===== config.mk =====
export PLATFORM = sky130hd
export DESIGN_NAME = cv3_column_feeder_flat
export DESIGN_NICKNAME = d
export VERILOG_FILES = /design/src/rtl/cv3_column_feeder_if.sv /design/src/rtl/cv3_column_feeder.sv /design/src/flat_wrapper.sv
export SDC_FILE = /design/constraint.sdc
export NUM_CORES = 1
export LEC_CHECK = 0
export CORE_AREA = 2 2 192 194
export DETAILED_ROUTE_END_ITERATION = 10
export DIE_AREA = 0 0 194 196
export HOLD_SLACK_MARGIN = 0.02
export PLACE_DENSITY_LB_ADDON = 0.2
export SLEW_MARGIN = 20
export SYNTH_ARGS = -nofsm -noshare
export SYNTH_HDL_FRONTEND = slang
export SYNTH_SLANG_ARGS = --single-unit

===== constraint.sdc =====
create_clock -name clk -period 2.33 [get_ports clk]
set_clock_uncertainty 0.2 [all_clocks]
set_input_delay 0.466 -clock clk [delete_from_list [all_inputs] [get_ports clk]]
set_output_delay 0.466 -clock clk [all_outputs]
set_load 0.01 [all_outputs]

===== src/rtl/cv3_column_feeder_if.sv =====
// Filter-side bus of the cv3 column feeder.
// master (feeder): drives kernel_load, col_valid, input_column,
//                  kernel_column_0/1/2; receives filt_valid.
// slave  (filter): the mirror image.
interface cv3_column_feeder_if #(
   parameter int unsigned DATA_WIDTH     = 16,
   parameter int unsigned INPUT_COL_SIZE = 12
);
   logic                                 kernel_load;
   logic                                 col_valid;
   logic [INPUT_COL_SIZE*DATA_WIDTH-1:0] input_column;
   logic [DATA_WIDTH-1:0]                kernel_column_0;
   logic [DATA_WIDTH-1:0]                kernel_column_1;
   logic [DATA_WIDTH-1:0]                kernel_column_2;
   logic                                 filt_valid;

   modport master (
      output kernel_load, col_valid, input_column,
      output kernel_column_0, kernel_column_1, kernel_column_2,
      input  filt_valid
   );

   modport slave (
      input  kernel_load, col_valid, input_column,
      input  kernel_column_0, kernel_column_1, kernel_column_2,
      output filt_valid
   );
endinterface


===== src/rtl/cv3_column_feeder.sv =====
// Transmit side of the cv3 column filter: loads one 3x3 kernel as three
// kernel_load columns, streams NUM_COLS image columns, then waits for the
// filter's valid results and reports done / err (drain timeout or excess).
//
// Ports:
//   clk, rst          clock, asynchronous active-high reset
//   start             job request, sampled only in IDLE
//   keep_kernel       (only with CV3_FEEDER_KEEP_KERNEL_EN) skip kernel load
//   busy/done/err     job status; err qualified by done
//   kern_rd_*         kernel memory read port, 1-cycle latency
//   img_rd_*          image column buffer read port, 1-cycle latency
//   filt              filter bus (master modport)
//
// Optional macro CV3_FEEDER_KEEP_KERNEL_EN adds keep_kernel.
module cv3_column_feeder #(
   parameter int unsigned DATA_WIDTH       = 16,
   parameter int unsigned KERNEL_SIZE      = 3,
   parameter int unsigned INPUT_COL_SIZE   = 12,
   parameter int unsigned NUM_COLS         = 12,
   parameter int unsigned EXPECTED_OUTPUTS = NUM_COLS - KERNEL_SIZE + 1,
   parameter int unsigned DRAIN_TIMEOUT    = 8
) (
   input  logic                                  clk,
   input  logic                                  rst,
   input  logic                                  start,
`ifdef CV3_FEEDER_KEEP_KERNEL_EN
   input  logic                                  keep_kernel,
`endif
   output logic                                  busy,
   output logic                                  done,
   output logic                                  err,
   output logic                                  kern_rd_en,
   output logic [$clog2(KERNEL_SIZE)-1:0]        kern_rd_addr,
   input  logic [KERNEL_SIZE*DATA_WIDTH-1:0]     kern_rd_data,
   output logic                                  img_rd_en,
   output logic [$clog2(NUM_COLS)-1:0]           img_rd_addr,
   input  logic [INPUT_COL_SIZE*DATA_WIDTH-1:0]  img_rd_data,
   cv3_column_feeder_if.master                   filt
);

   localparam int unsigned KA_W  = $clog2(KERNEL_SIZE);
   localparam int unsigned CA_W  = $clog2(NUM_COLS);
   localparam int unsigned CNT_W = $clog2(EXPECTED_OUTPUTS + 2);
   localparam int unsigned TM_W  = $clog2(DRAIN_TIMEOUT + 1);

   typedef enum logic [2:0] {IDLE, LOAD_K, STREAM, DRAIN, FIN} state_t;

   state_t            state, state_n;
   logic [KA_W-1:0]   k_idx, k_idx_n;
   logic [CA_W-1:0]   c_idx, c_idx_n;
   logic [TM_W-1:0]   timer, timer_n;
   logic [CNT_W-1:0]  out_cnt, out_cnt_n;
   logic              kern_en_n, img_en_n, err_n;
   logic [KA_W-1:0]   kern_addr_n;
   logic [CA_W-1:0]   img_addr_n;
   logic              kernel_load_q, col_valid_q;
   logic              keep_k;

`ifdef CV3_FEEDER_KEEP_KERNEL_EN
   assign keep_k = keep_kernel;
`else
   assign keep_k = 1'b0;
`endif

   // Data buses pass straight through; they line up with the registered strobes.
   assign filt.input_column    = img_rd_data;
   assign filt.kernel_column_0 = kern_rd_data[0*DATA_WIDTH +: DATA_WIDTH];
   assign filt.kernel_column_1 = kern_rd_data[1*DATA_WIDTH +: DATA_WIDTH];
   assign filt.kernel_column_2 = kern_rd_data[2*DATA_WIDTH +: DATA_WIDTH];
   assign filt.kernel_load     = kernel_load_q;
   assign filt.col_valid       = col_valid_q;

   // State, counters and registered outputs.
   always_ff @(posedge clk or posedge rst) begin
      if (rst) begin
         state         <= IDLE;
         k_idx         <= '0;
         c_idx         <= '0;
         timer         <= '0;
         out_cnt       <= '0;
         kern_rd_en    <= 1'b0;
         kern_rd_addr  <= '0;
         img_rd_en     <= 1'b0;
         img_rd_addr   <= '0;
         kernel_load_q <= 1'b0;
         col_valid_q   <= 1'b0;
         busy          <= 1'b0;
         done          <= 1'b0;
         err           <= 1'b0;
      end else begin
         state         <= state_n;
         k_idx         <= k_idx_n;
         c_idx         <= c_idx_n;
         timer         <= timer_n;
         out_cnt       <= out_cnt_n;
         kern_rd_en    <= kern_en_n;
         kern_rd_addr  <= kern_addr_n;
         img_rd_en     <= img_en_n;
         img_rd_addr   <= img_addr_n;
         kernel_load_q <= kern_rd_en;
         col_valid_q   <= kern_rd_en | img_rd_en;
         busy          <= (state_n == LOAD_K) || (state_n == STREAM) || (state_n == DRAIN);
         done          <= (state_n == FIN);
         err           <= err_n;
      end
   end

   // Next-state, read sequencing and result accounting.
   always_comb begin
      state_n     = state;
      k_idx_n     = k_idx;
      c_idx_n     = c_idx;
      timer_n     = timer;
      out_cnt_n   = out_cnt;
      kern_en_n   = 1'b0;
      kern_addr_n = kern_rd_addr;
      img_en_n    = 1'b0;
      img_addr_n  = img_rd_addr;
      err_n       = 1'b0;

      // Saturating count one above the target so excess results stay visible.
      if ((state != IDLE) && filt.filt_valid &&
          (out_cnt != CNT_W'(EXPECTED_OUTPUTS + 1)))
         out_cnt_n = out_cnt + 1'b1;

      case (state)
         IDLE: begin
            if (start) begin
               out_cnt_n = '0;
               k_idx_n   = '0;
               c_idx_n   = '0;
               state_n   = keep_k ? STREAM : LOAD_K;
            end
         end
         LOAD_K: begin
            kern_en_n   = 1'b1;
            kern_addr_n = k_idx;
            if (k_idx == KA_W'(KERNEL_SIZE - 1)) begin
               k_idx_n = '0;
               state_n = STREAM;
            end else begin
               k_idx_n = k_idx + 1'b1;
            end
         end
         STREAM: begin
            img_en_n   = 1'b1;
            img_addr_n = c_idx;
            if (c_idx == CA_W'(NUM_COLS - 1)) begin
               c_idx_n = '0;
               timer_n = '0;
               state_n = DRAIN;
            end else begin
               c_idx_n = c_idx + 1'b1;
            end
         end
         DRAIN: begin
            timer_n = timer + 1'b1;
            // Completion is checked before the timeout so a tie succeeds.
            if (out_cnt >= CNT_W'(EXPECTED_OUTPUTS)) begin
               state_n = FIN;
               err_n   = (out_cnt > CNT_W'(EXPECTED_OUTPUTS));
            end else if (timer_n == TM_W'(DRAIN_TIMEOUT)) begin
               state_n = FIN;
               err_n   = 1'b1;
            end
         end
         FIN:     state_n = IDLE;
         default: state_n = IDLE;
      endcase
   end

endmodule


===== src/flat_wrapper.sv =====
// flat-port wrapper written by rule: the top's interface ports become plain ports
module cv3_column_feeder_flat 
#(
   parameter int unsigned DATA_WIDTH       = 16,
   parameter int unsigned KERNEL_SIZE      = 3,
   parameter int unsigned INPUT_COL_SIZE   = 12,
   parameter int unsigned NUM_COLS         = 12,
   parameter int unsigned EXPECTED_OUTPUTS = NUM_COLS - KERNEL_SIZE + 1,
   parameter int unsigned DRAIN_TIMEOUT    = 8
)
  (clk, rst, start, busy, done, err, kern_rd_en, kern_rd_addr, kern_rd_data, img_rd_en, img_rd_addr, img_rd_data, filt_kernel_load, filt_col_valid, filt_input_column, filt_kernel_column_0, filt_kernel_column_1, filt_kernel_column_2, filt_filt_valid);
  cv3_column_feeder_if #(.DATA_WIDTH(DATA_WIDTH), .INPUT_COL_SIZE(INPUT_COL_SIZE)) filt_i ();
  input  logic clk;
  input  logic rst;
  input  logic start;
  output logic busy;
  output logic done;
  output logic err;
  output logic kern_rd_en;
  output logic [$clog2(KERNEL_SIZE)-1:0] kern_rd_addr;
  input  logic [KERNEL_SIZE*DATA_WIDTH-1:0] kern_rd_data;
  output logic img_rd_en;
  output logic [$clog2(NUM_COLS)-1:0] img_rd_addr;
  input  logic [INPUT_COL_SIZE*DATA_WIDTH-1:0] img_rd_data;
  output wire logic [$bits(filt_i.kernel_load)-1:0] filt_kernel_load;
  output wire logic [$bits(filt_i.col_valid)-1:0] filt_col_valid;
  output wire logic [$bits(filt_i.input_column)-1:0] filt_input_column;
  output wire logic [$bits(filt_i.kernel_column_0)-1:0] filt_kernel_column_0;
  output wire logic [$bits(filt_i.kernel_column_1)-1:0] filt_kernel_column_1;
  output wire logic [$bits(filt_i.kernel_column_2)-1:0] filt_kernel_column_2;
  input wire logic [$bits(filt_i.filt_valid)-1:0] filt_filt_valid;
  assign filt_kernel_load = filt_i.kernel_load;
  assign filt_col_valid = filt_i.col_valid;
  assign filt_input_column = filt_i.input_column;
  assign filt_kernel_column_0 = filt_i.kernel_column_0;
  assign filt_kernel_column_1 = filt_i.kernel_column_1;
  assign filt_kernel_column_2 = filt_i.kernel_column_2;
  assign filt_i.filt_valid = filt_filt_valid;
  cv3_column_feeder #(.DATA_WIDTH(DATA_WIDTH), .KERNEL_SIZE(KERNEL_SIZE), .INPUT_COL_SIZE(INPUT_COL_SIZE), .NUM_COLS(NUM_COLS), .EXPECTED_OUTPUTS(EXPECTED_OUTPUTS), .DRAIN_TIMEOUT(DRAIN_TIMEOUT)) u_core (.clk(clk), .rst(rst), .start(start), .busy(busy), .done(done), .err(err), .kern_rd_en(kern_rd_en), .kern_rd_addr(kern_rd_addr), .kern_rd_data(kern_rd_data), .img_rd_en(img_rd_en), .img_rd_addr(img_rd_addr), .img_rd_data(img_rd_data), .filt(filt_i));
endmodule

==> results <==
- The flow ran to the end, and the final reports show no timing, DRC or antenna violations.
- The synthesized netlist occupies a cell area of 3260 µm².
- Among all flip-flop cells after synthesis, the most frequent one is dfrtp_1.
- The number of standard cells in the final layout excluding fillers is roughly 620.
- The number of buffers added on ports is 16.
- The global routing met2 resource utilization is 0.0733.
- The aggregate negative setup slack is 0 ps.
- The power dissipated by switching net loads is 0.822 mW.
- The HPWL after detailed placement is 7890 µm.
- The share of total power dissipated in sequential elements is 0.387.
- The number of resized instances in the post-cts repair step is 0.
- Summed over all layers, the routed wires come to between 9000 and 10000 µm.
- After clock tree synthesis, the clock-pin slew on the worst setup and hold paths is ~50 ps.
- The switching share of power is 0.341.
- The critical path goes through clkdlybuf4s50_1.
- The share of synthesized area in the top cell type comes to 0.552.
- The kind of end point of the critical path is a primary output.
- The synthesized design spends more area on one cell type than any other, namely buf_4.
- Counting every sink on the clock net gives 30.
- In the finished design, the share of the clock period the worst path needs comes to 0.813.
- Counting instances in the post-synthesis netlist gives the leading cell types as buf_4 (240), dfrtp_1 (30), nand2_1 (10).
- The antenna cell count is 0.
- The total overflow left after global routing is 0.
- Counting flops and latches in the post-synthesis netlist gives 30.
- Counting both buffers and inverters, the worst setup path holds a total of 1.
- After detailed routing, the number of remaining DRC violations is 0.
- The average vias per placed instance is 2.32.
- For this run, the number of Yosys warnings is 0.
- The synthesized area per cell is approximately 8.8 µm².
- On the critical path the largest part of the delay comes from buffers and inverters.
- In the global route stage, met1 resource usage came out at 0.0292.
- The distinct cell type count of the synthesized netlist is ~40.
- The iteration-0 DRC count of the detailed router is 33.
- The via count is 1435.
- The data arrival time of the critical path is 1230 ps.
- After technology mapping, the gate count stands at 371.
- The worst setup path is launched from a flop.
- The number of I/O pins is 497.
- The final count of hold timing violations is 0.
- Post-CTS timing repair inserted 0 buffers for setup.
- The worst vdd rail ir drop is approximately 0.34 mV.
- The leading cell type by number of instances after synthesis is buf_4.
- The TritonCTS clock tree is done.
- For the pin with the worst max-slew slack, the measured transition is 528 ps.
- The proportion of layout cells with a drive suffix above 1 is 0.139.
- The initial utilization of the core area, before any placement, comes to 0.0904.
- After the last flow step, the layout net total stands at 400.
- The area added between synthesis and finish is -28.6%.
- Counting the buffers created by CTS gives 5.
- After clock tree synthesis, the flow added hold-fix buffers numbering 0.
- Of the total power, the clock network draws 0.258.
- The post-detailed-route wirelength per cell is between 15 and 20 µm.
- The logic gate share of total power is 0.355.
- The total placed cells including tap cells is approximately 610.
- The number of pins exceeding their max-slew limit in the final report is 0.
- Routability-driven placement finished with a final weighted congestion of 0.653.
- The die covers about 38000 µm².
- The cell area power density is 1030 nW/µm².
- Synthesis produced a netlist with a net count of between 600 and 700.
- The initial antenna violation count is 0.
- The met3 usage is 0.0581.
- The highest clock frequency the design can meet is 528 MHz.
- After synthesis, the share of flip-flops with an asynchronous set or reset is 1.00.
- The analysis attributes to cell leakage a power of 0.803 nW.
- The global router's overall resource usage is 0.0472.
- The highest fanout seen on the critical path is 1.
- The detail route stage leaves a number of antenna-violating nets equal to 0.
- The first global-routing pass estimated 12700 µm of wire.
- Setup repair after global routing left no endpoint under its margin.
- The overall die width is approximately 190 µm.
- Counting along the longest clock path gives a buffer depth of 2.
- The pre-antenna-repair detailed-routing pass consisted of 4 iterations.
- The category of the critical setup timing path is flop to primary output.
- The via count of the first global-routing pass is approximately 1600.
- The internal power is 1.59 mW.
- The most heavily used metal layer in global routing is met2.
- Entering global routing, the biggest net connects 31 pins.
- The number of flops mapped to enable cells by yosys is 0.
- The type of the worst min-delay path is flop to flop.
- The later pin in the worst-skew pair is clocked with a latency of 270 ps.
- The delay of the slowest cell on the worst path is between 600 and 700 ps.
- The final-report setup violation count is 0.
- Max-cap violations in this run came to 0.
- The minimum clock period is 1890 ps.
- The core area is approximately 36000 µm².
- The level count of the clock H-tree is 2.
- The cell with the largest stage delay on the worst path is clkdlybuf4s50_1.
- In the post-synthesis netlist, the biggest area contributors are buf_4 (55%), dfrtp_1 (23%), mux2_2 (2.4%).
- The share of the Yosys chip area taken by registers is 0.230.
- At the worst endpoint, the required time is around 1700 ps.
- The headroom to the max-slew limit is 0.648.
- The layout filler cell count is roughly 4200.
- The vertical die dimension is 196 µm.
- After floorplanning, the core was divided into 70 placement rows.
- The tree is rooted in a clkbuf_16.
-- layer usage --
metal | vias up | routed length, µm | share of wire
li1 | 515 | - | -
met1 | 599 | 2110 | 0.22
met2 | 249 | 4310 | 0.46
met3 | 70 | 2460 | 0.26
met4 | 2 | 532 | 0.056
met5 | - | 50 | 0.0053
-- cell type report --
| class | count | area (µm²) | area share |
|---|---|---|---|
| clock buffer | 6 | 139 | 0.0596 |
| timing repair buffer | 19 | 183 | 0.0784 |
| tap | 468 | 586 | 0.251 |
| multi-input combinational | 87 | 639 | 0.274 |
| inverter | 9 | 33.8 | 0.0145 |
| sequential | 30 | 751 | 0.322 |
-- final timing paths --
| check | from | to | slack (ps) | cells past startpoint |
|---|---|---|---|---|
| setup reg to reg | u_core.state[0]$_DFF_PP0_ | u_core.timer[3]$_DFFE_PP0P_ | 530 | 5 |
| hold / removal | u_core.kern_rd_en$_DFF_PP0_ | u_core.filt.kernel_load$_DFF_PP0_ | 190 | 0 |
| setup / recovery | u_core.err$_DFF_PP0_ | err | 440 | 1 |
| min in group asynchronous | rst | u_core.img_rd_addr[2]$_DFFE_PP0P_ | 400 | 3 |
| hold reg to reg | u_core.kern_rd_en$_DFF_PP0_ | u_core.filt.kernel_load$_DFF_PP0_ | 190 | 0 |
| max in group asynchronous | rst | u_core.state[2]$_DFF_PP0_ | 1230 | 3 |
-- power by group through the flow --
| stage | Sequential (mW) | Clock (mW) | Combinational (mW) |
|---|---|---|---|
| global route | 0.976 | 0.663 | 0.973 |
| CTS | 0.936 | 0.648 | 0.878 |
| floorplan | 0.878 | 0 | 1.04 |
| detailed placement | 0.943 | 0 | 0.874 |
| finish | 0.931 | 0.622 | 0.856 |
| global placement | 0.941 | 0 | 0.873 |
-- cells by family after synthesis --
group | count (synthesis) | synth area share
buf+inv | 254 | 0.574
simple gates | 38 | 0.0725
compound gates | 34 | 0.0725
flops | 30 | 0.230
mux | 9 | 0.0303
fa+ha+maj | 4 | 0.0153
xor+xnor | 2 | 0.00537
-- state kept, by name, summed over array words and instances, names as in the netlist --
register and cells:
u_core.kern_rd_addr 2, u_core.busy 1, u_core.err 1, u_core.k_idx 2, u_core.out_cnt 4, u_core.img_rd_en 1
u_core.filt.kernel_load 1, u_core.kern_rd_en 1, u_core.done 1, u_core.c_idx 4, u_core.timer 4, u_core.state 3
u_core.img_rd_addr 4, u_core.filt.col_valid 1
-- stage by stage --
step / worst slack [ps] / hold WS, ps / area (µm²) / utilization / power (mW)
after floorplan: 838 / 228 / 3260 / - / 1.92
after global placement: 288 / 188 / 2190 / 0.0607 / 1.81
after detailed placement: 250 / 188 / 2190 / 0.0607 / 1.82
after CTS: 417 / 200 / 2330 / 0.0646 / 2.46
after global routing: 307 / 223 / 2330 / 0.0646 / 2.61
final: 436 / 194 / 2330 / 0.0646 / 2.41
-- cell usage in the layout, fill, tap and decap left out, drive strengths merged, types with 4 or more instances in the layout --
cell type	count
nand3b	5
nand2	10
clkdlybuf4s50	16
and3b	4
inv	9
mux2	7
dfrtp	30
ha	4
nor2	4
o21ai	9
o211ai	4
clkbuf	6
Note: power is estimated with default switching activity, not from simulation.
==> RTL change 1 (config.mk and constraints unchanged) <==
`INPUT_COL_SIZE` is set to 12 in 3 places; all go to 13.
--- a/src/rtl/cv3_column_feeder_if.sv
+++ b/src/rtl/cv3_column_feeder_if.sv
@@ -6,3 +6,3 @@
    parameter int unsigned DATA_WIDTH     = 16,
-   parameter int unsigned INPUT_COL_SIZE = 12
+   parameter int unsigned INPUT_COL_SIZE = 13
 );
--- a/src/rtl/cv3_column_feeder.sv
+++ b/src/rtl/cv3_column_feeder.sv
@@ -17,3 +17,3 @@
    parameter int unsigned KERNEL_SIZE      = 3,
-   parameter int unsigned INPUT_COL_SIZE   = 12,
+   parameter int unsigned INPUT_COL_SIZE   = 13,
    parameter int unsigned NUM_COLS         = 12,
--- a/src/flat_wrapper.sv
+++ b/src/flat_wrapper.sv
@@ -5,3 +5,3 @@
    parameter int unsigned KERNEL_SIZE      = 3,
-   parameter int unsigned INPUT_COL_SIZE   = 12,
+   parameter int unsigned INPUT_COL_SIZE   = 13,
    parameter int unsigned NUM_COLS         = 12,
Ports: changed (resized filt_input_column and img_rd_data); port bits go from 497 to 529. The function was not compared with the original's and may differ.
==> RTL change 1 against the unedited design <==
Design area barely moved. First-iteration DRC count rose by 36%. Sequential cell count did not move. Routed wire length rose by 26%. Critical path type unchanged. Setup slack improved by 0.011 ns. Total power rose by 0.97%. Sequential power fell by 0.6%. Synthesized area rose by 3.7%. Hold slack improved by 0.0098 ns.
==> RTL change 1: results (changes against the unedited design) <==
| Metric | Value |
|---|---|
| Post-synthesis async set-or-reset flop share | 100% (unchanged) |
| Final nets | 415 (+3.8%) |
| GRT Total Usage | 5.88% (+1.2 points) |
| Inst Count DP | 612 (-0.16%) |
| 1st-iter DRT viols | 45 (+36%) |
| WHS Endpoint | u_core.filt.kernel_load$_DFF_PP0_ |
| Dominant cells by area after synthesis | buf_4, dfrtp_1, mux2_2, ha_1, o21ai_0 |
| Largest net degree at the start of global routing | 31 (unchanged) |
| Hold buffer count at cts | 0 (unchanged) |
| Leak | 0.802 nW (-0.12%) |
| Post-Synth Adder-Cell Area | 1.48% (-0.054 points) |
| Hold Crit Start | u_core.kern_rd_en$_DFF_PP0_ |
| DP HPWL | 10200 µm (+29%) |
| Total iterations of the first detailed-routing run | 6 (+2) |
| Vias | 1493 (+4.0%) |
| Reg-to-reg startpoint | u_core.c_idx[0]$_DFFE_PP0P_ |
| Max stage delay on crit path | 0.57 ns (-0.07 ns) |
| Placer Congestion | 0.634 (-2.8%) |
| Outcome | complete, no violations |
| Place WS | 0.291 ns (+0.0416 ns) |
| Post-synthesis xor/xnor area fraction | 0.518% (-0.019 points) |
| PortBufs | 16 (unchanged) |
| Wire length per cell | 19.2 µm (+26%) |
| Mapped Cells | 387 (+4.3%) |
| Post-synth top cells | buf_4, dfrtp_1, nand2_1 |
| First-pass GRT wire length | 15200 µm (+20%) |
| Mux contribution to synthesized area | 2.92% (-0.11 points) |
| Post-synthesis compound-gate area fraction | 6.99% (-0.26 points) |
| Drt total wl | 11900 µm (+26%) |
| R2R Setup Slk | 0.55 ns (+0.02 ns) |
| VDD IR max | 0.246 mV (-27%) |
| Fillers | 4255 (+0.35%) |
| Syn_nets | 651 (+5.2%) |
| Sequential area share after synthesis | 22.2% (-0.82 points) |
| Synth Flop Type | dfrtp_1 |
| Hold/Removal Path Class | flop to flop |
| Rel. slew slack | 69.0% (+4.2 points) |
| Reg-to-Reg End | u_core.timer[0]$_DFFE_PP0P_ |
| Reg2reg path depth | 4 (-1) |
| Vias in the first global route | 1631 (+0.99%) |
| Layout cells sized above 1 | 13.8% (-0.091 points) |
[RTL change 1: cell count changes after synthesis, sizes merged]
cell and delta:
buf +16
[RTL change 1: where the power goes]
part	total, W	internal (W)	switching [W]
Clock	0.000645	0.000423	0.000222
Sequential	0.000925	0.000712	0.000213
Combinational	0.000861	0.000464	0.000397
[RTL change 1: area by class of cell]
type	instances	area, µm²	area share [%]
clock buffers	7	143	6.12
clock inverters	1	5.00	0.215
inverters	9	33.8	1.45
multi-input cells	87	639	27.4
flip-flops and latches	30	751	32.2
well taps	468	586	25.1
repair buffers	18	175	7.51
[RTL change 1: cell families (layout without fill, tap and decap cells)]
kind of cell             Yosys count  count (layout)
multiplexers                       9               9
flip-flops                        30              30
AND/OR/NAND/NOR                   38              38
buffers and inverters            270              35
AO/OA/AOI/OAI                     34              34
adder cells (fa/ha/maj)            4               4
XOR/XNOR                           2               2
[RTL change 1: worst max-delay path by stage]
stage | from | end | depth (start not counted) | slack, ns
after floorplan | u_core.state[0]$_DFF_PP0_ | u_core.c_idx[1]$_DFFE_PP0P_ | 5 | 0.84
after global placement | start | u_core.busy$_DFF_PP0_ | 4 | 0.32
after detailed placement | start | u_core.state[0]$_DFF_PP0_ | 4 | 0.29
after CTS | u_core.err$_DFF_PP0_ | err | 1 | 0.37
after global routing | u_core.err$_DFF_PP0_ | err | 1 | 0.36
final | u_core.err$_DFF_PP0_ | err | 1 | 0.45
[RTL change 1: per-layer routing]
metal	vias to the layer above	share of wire (%)	global-route usage (%)
met3	76	32	8.99
met5	-	0.54	1.28
met1	617	20	3.33
met2	278	43	8.38
met4	2	5.2	3.34
li1	520	-	-
[RTL change 1: per-stage QoR]
| step | util [%] | hold WS (ns) | cell area [µm²] |
|---|---|---|---|
| final | 6.46 | 0.204 | 2330 |
| after global routing | 6.46 | 0.233 | 2330 |
| after CTS | 6.46 | 0.212 | 2330 |
| after detailed placement | 6.05 | 0.198 | 2180 |
| after global placement | 6.05 | 0.189 | 2180 |
| after floorplan | - | 0.228 | 3380 |
==> RTL change 2 (config.mk and constraints unchanged) <==
Made on the original files. The 5 states of `state_t` get a one-hot encoding in 5 bits.
--- a/src/rtl/cv3_column_feeder.sv
+++ b/src/rtl/cv3_column_feeder.sv
@@ -45,3 +45,3 @@
 
-   typedef enum logic [2:0] {IDLE, LOAD_K, STREAM, DRAIN, FIN} state_t;
+   typedef enum logic [4:0] {IDLE = 5'b00001, LOAD_K = 5'b00010, STREAM = 5'b00100, DRAIN = 5'b01000, FIN = 5'b10000} state_t;
 
Check against the original RTL: same outputs for any inputs over 10 cycles, from zero or initial values and one cycle with rst high; not proved beyond that.
==> RTL change 2 against the unedited design <==
Via count increased by 1.8%. Synthesized area increased by 0.50%. Total power decreased by 15%. Critical path type is now input port to flop. Sequential power decreased by 18%. Non-clock buffer count increased by 6. Hold slack improved by 0.0080 ns. Maximum frequency decreased by 14%. Setup slack got worse by 0.30 ns. Register-to-register slack got worse by 0.34 ns. Sequential cell count increased by 2. Critical endpoint is now u_core.c_idx[0]$_DFFE_PP0P_. Design area increased by 5.2%. Routed wire length decreased by 1.4%. Die area unchanged. Critical path depth increased by 4.
==> RTL change 2: results (changes against the unedited design) <==
| Metric | Value |
|---|---|
| Outcome | complete, no violations |
| CP max FO | 3 (+2) |
| Post-synthesis compound-gate area fraction | 6.07% (-1.2 points) |
| Post-synth top cells | buf_4, dfrtp_1, nand2_1 |
| Crit. Startpoint | start |
| Via density per instance | 2.30 (-0.60%) |
| Reg-to-Reg End | u_core.c_idx[0]$_DFFE_PP0P_ |
| Invs w/o clock | 7 (-2) |
| First-pass GRT wire length | 12400 µm (-1.9%) |
| Max stage delay on crit path | 0.51 ns (-0.13 ns) |
| Fraction of area in multi-input gates | 25.6% (-1.9 points) |
| Post-synthesis xor/xnor area fraction | 0.801% (+0.26 points) |
| Wire length per cell | 14.7 µm (-3.7%) |
| Placed Area | 2270 µm² (+3.5%) |
| Largest net degree at the start of global routing | 33 (+6.5%) |
| Crit-path slowest cell | a2111oi_0 |
| Final nets | 413 (+3.3%) |
| Post-synthesis cell type count | 47 (+15%) |
| GRT Total Usage | 4.59% (-0.13 points) |
| Fillers | 4248 (+0.19%) |
| Repair and plain buffers | 25 (+6) |
| Layout cells sized above 1 | 15.7% (+1.8 points) |
| Placer Congestion | 0.630 (-3.6%) |
| Leak | 0.931 nW (+16%) |
| Signal buf overhead | 9.29% (+1.5 points) |
| Reg-to-reg startpoint | u_core.state[0]$_DFF_PP1_ |
| Mux contribution to synthesized area | 0.954% (-2.1 points) |
| Sw frac | 28.8% (-5.3 points) |
| Place WS | -0.126 ns (-0.376 ns) |
| Drt total wl | 9330 µm (-1.4%) |
| CP top delay family | compound AO/OA/AOI/OAI gates |
| Post-Synth Adder-Cell Area | 1.53% (-0.0076 points) |
| Slew @ Worst Pin | 0.483 ns (-0.0443 ns) |
| # DRC | 0 (unchanged) |
| Sequential area share after synthesis | 24.5% (+1.5 points) |
| Seq cells post-synth | 32 (+6.7%) |
| Final WS setup | 0.138 ns (-0.299 ns) |
| Setup CP Type | input port to flop |
| Seq area share | 32.7% (+0.51 points) |
| R2R Setup Slk | 0.19 ns (-0.34 ns) |
| DP HPWL | 7650 µm (-3.1%) |
| Dominant cells by area after synthesis | buf_4, dfrtp_1, nand2_1, ha_1, nand3_1 |
| Syn_nets | 625 (+0.97%) |
| Clk_buf instances | 7 (+1) |
| Register Area | 802 µm² (+6.8%) |
| VDD IR max | 0.285 mV (-15%) |
RTL change 2: changes by cell type in the layout (fill, tap and decap cells not counted), moves of 3 or more:
cell      unedited run  this run
mux2_2               7         1
nand2_1             10        23
buf_4                3         9
o21ai_0              8         3
nor2b_1              3         0
inv_1                8         5
nand3_1              2         9
or3_1                0         4
nand3b_1             5         2
RTL change 2: layer usage:
layer | share of wire (%) | vias up | GRT usage [%]
li1 | - | 545 | -
met5 | 0 | - | 0
met3 | 25 | 101 | 5.17
met1 | 24 | 625 | 3.23
met4 | 9.3 | 0 | 4.26
met2 | 42 | 190 | 6.47
RTL change 2: power groups by stage:
stage	Combinational (W)	Sequential [W]	Clock, W
finish	0.000472	0.000765	0.000807
global placement	0.000478	0.000783	0
floorplan	0.000680	0.000775	0
CTS	0.000487	0.000769	0.000835
detailed placement	0.000480	0.000776	0
global route	0.000535	0.000788	0.000856
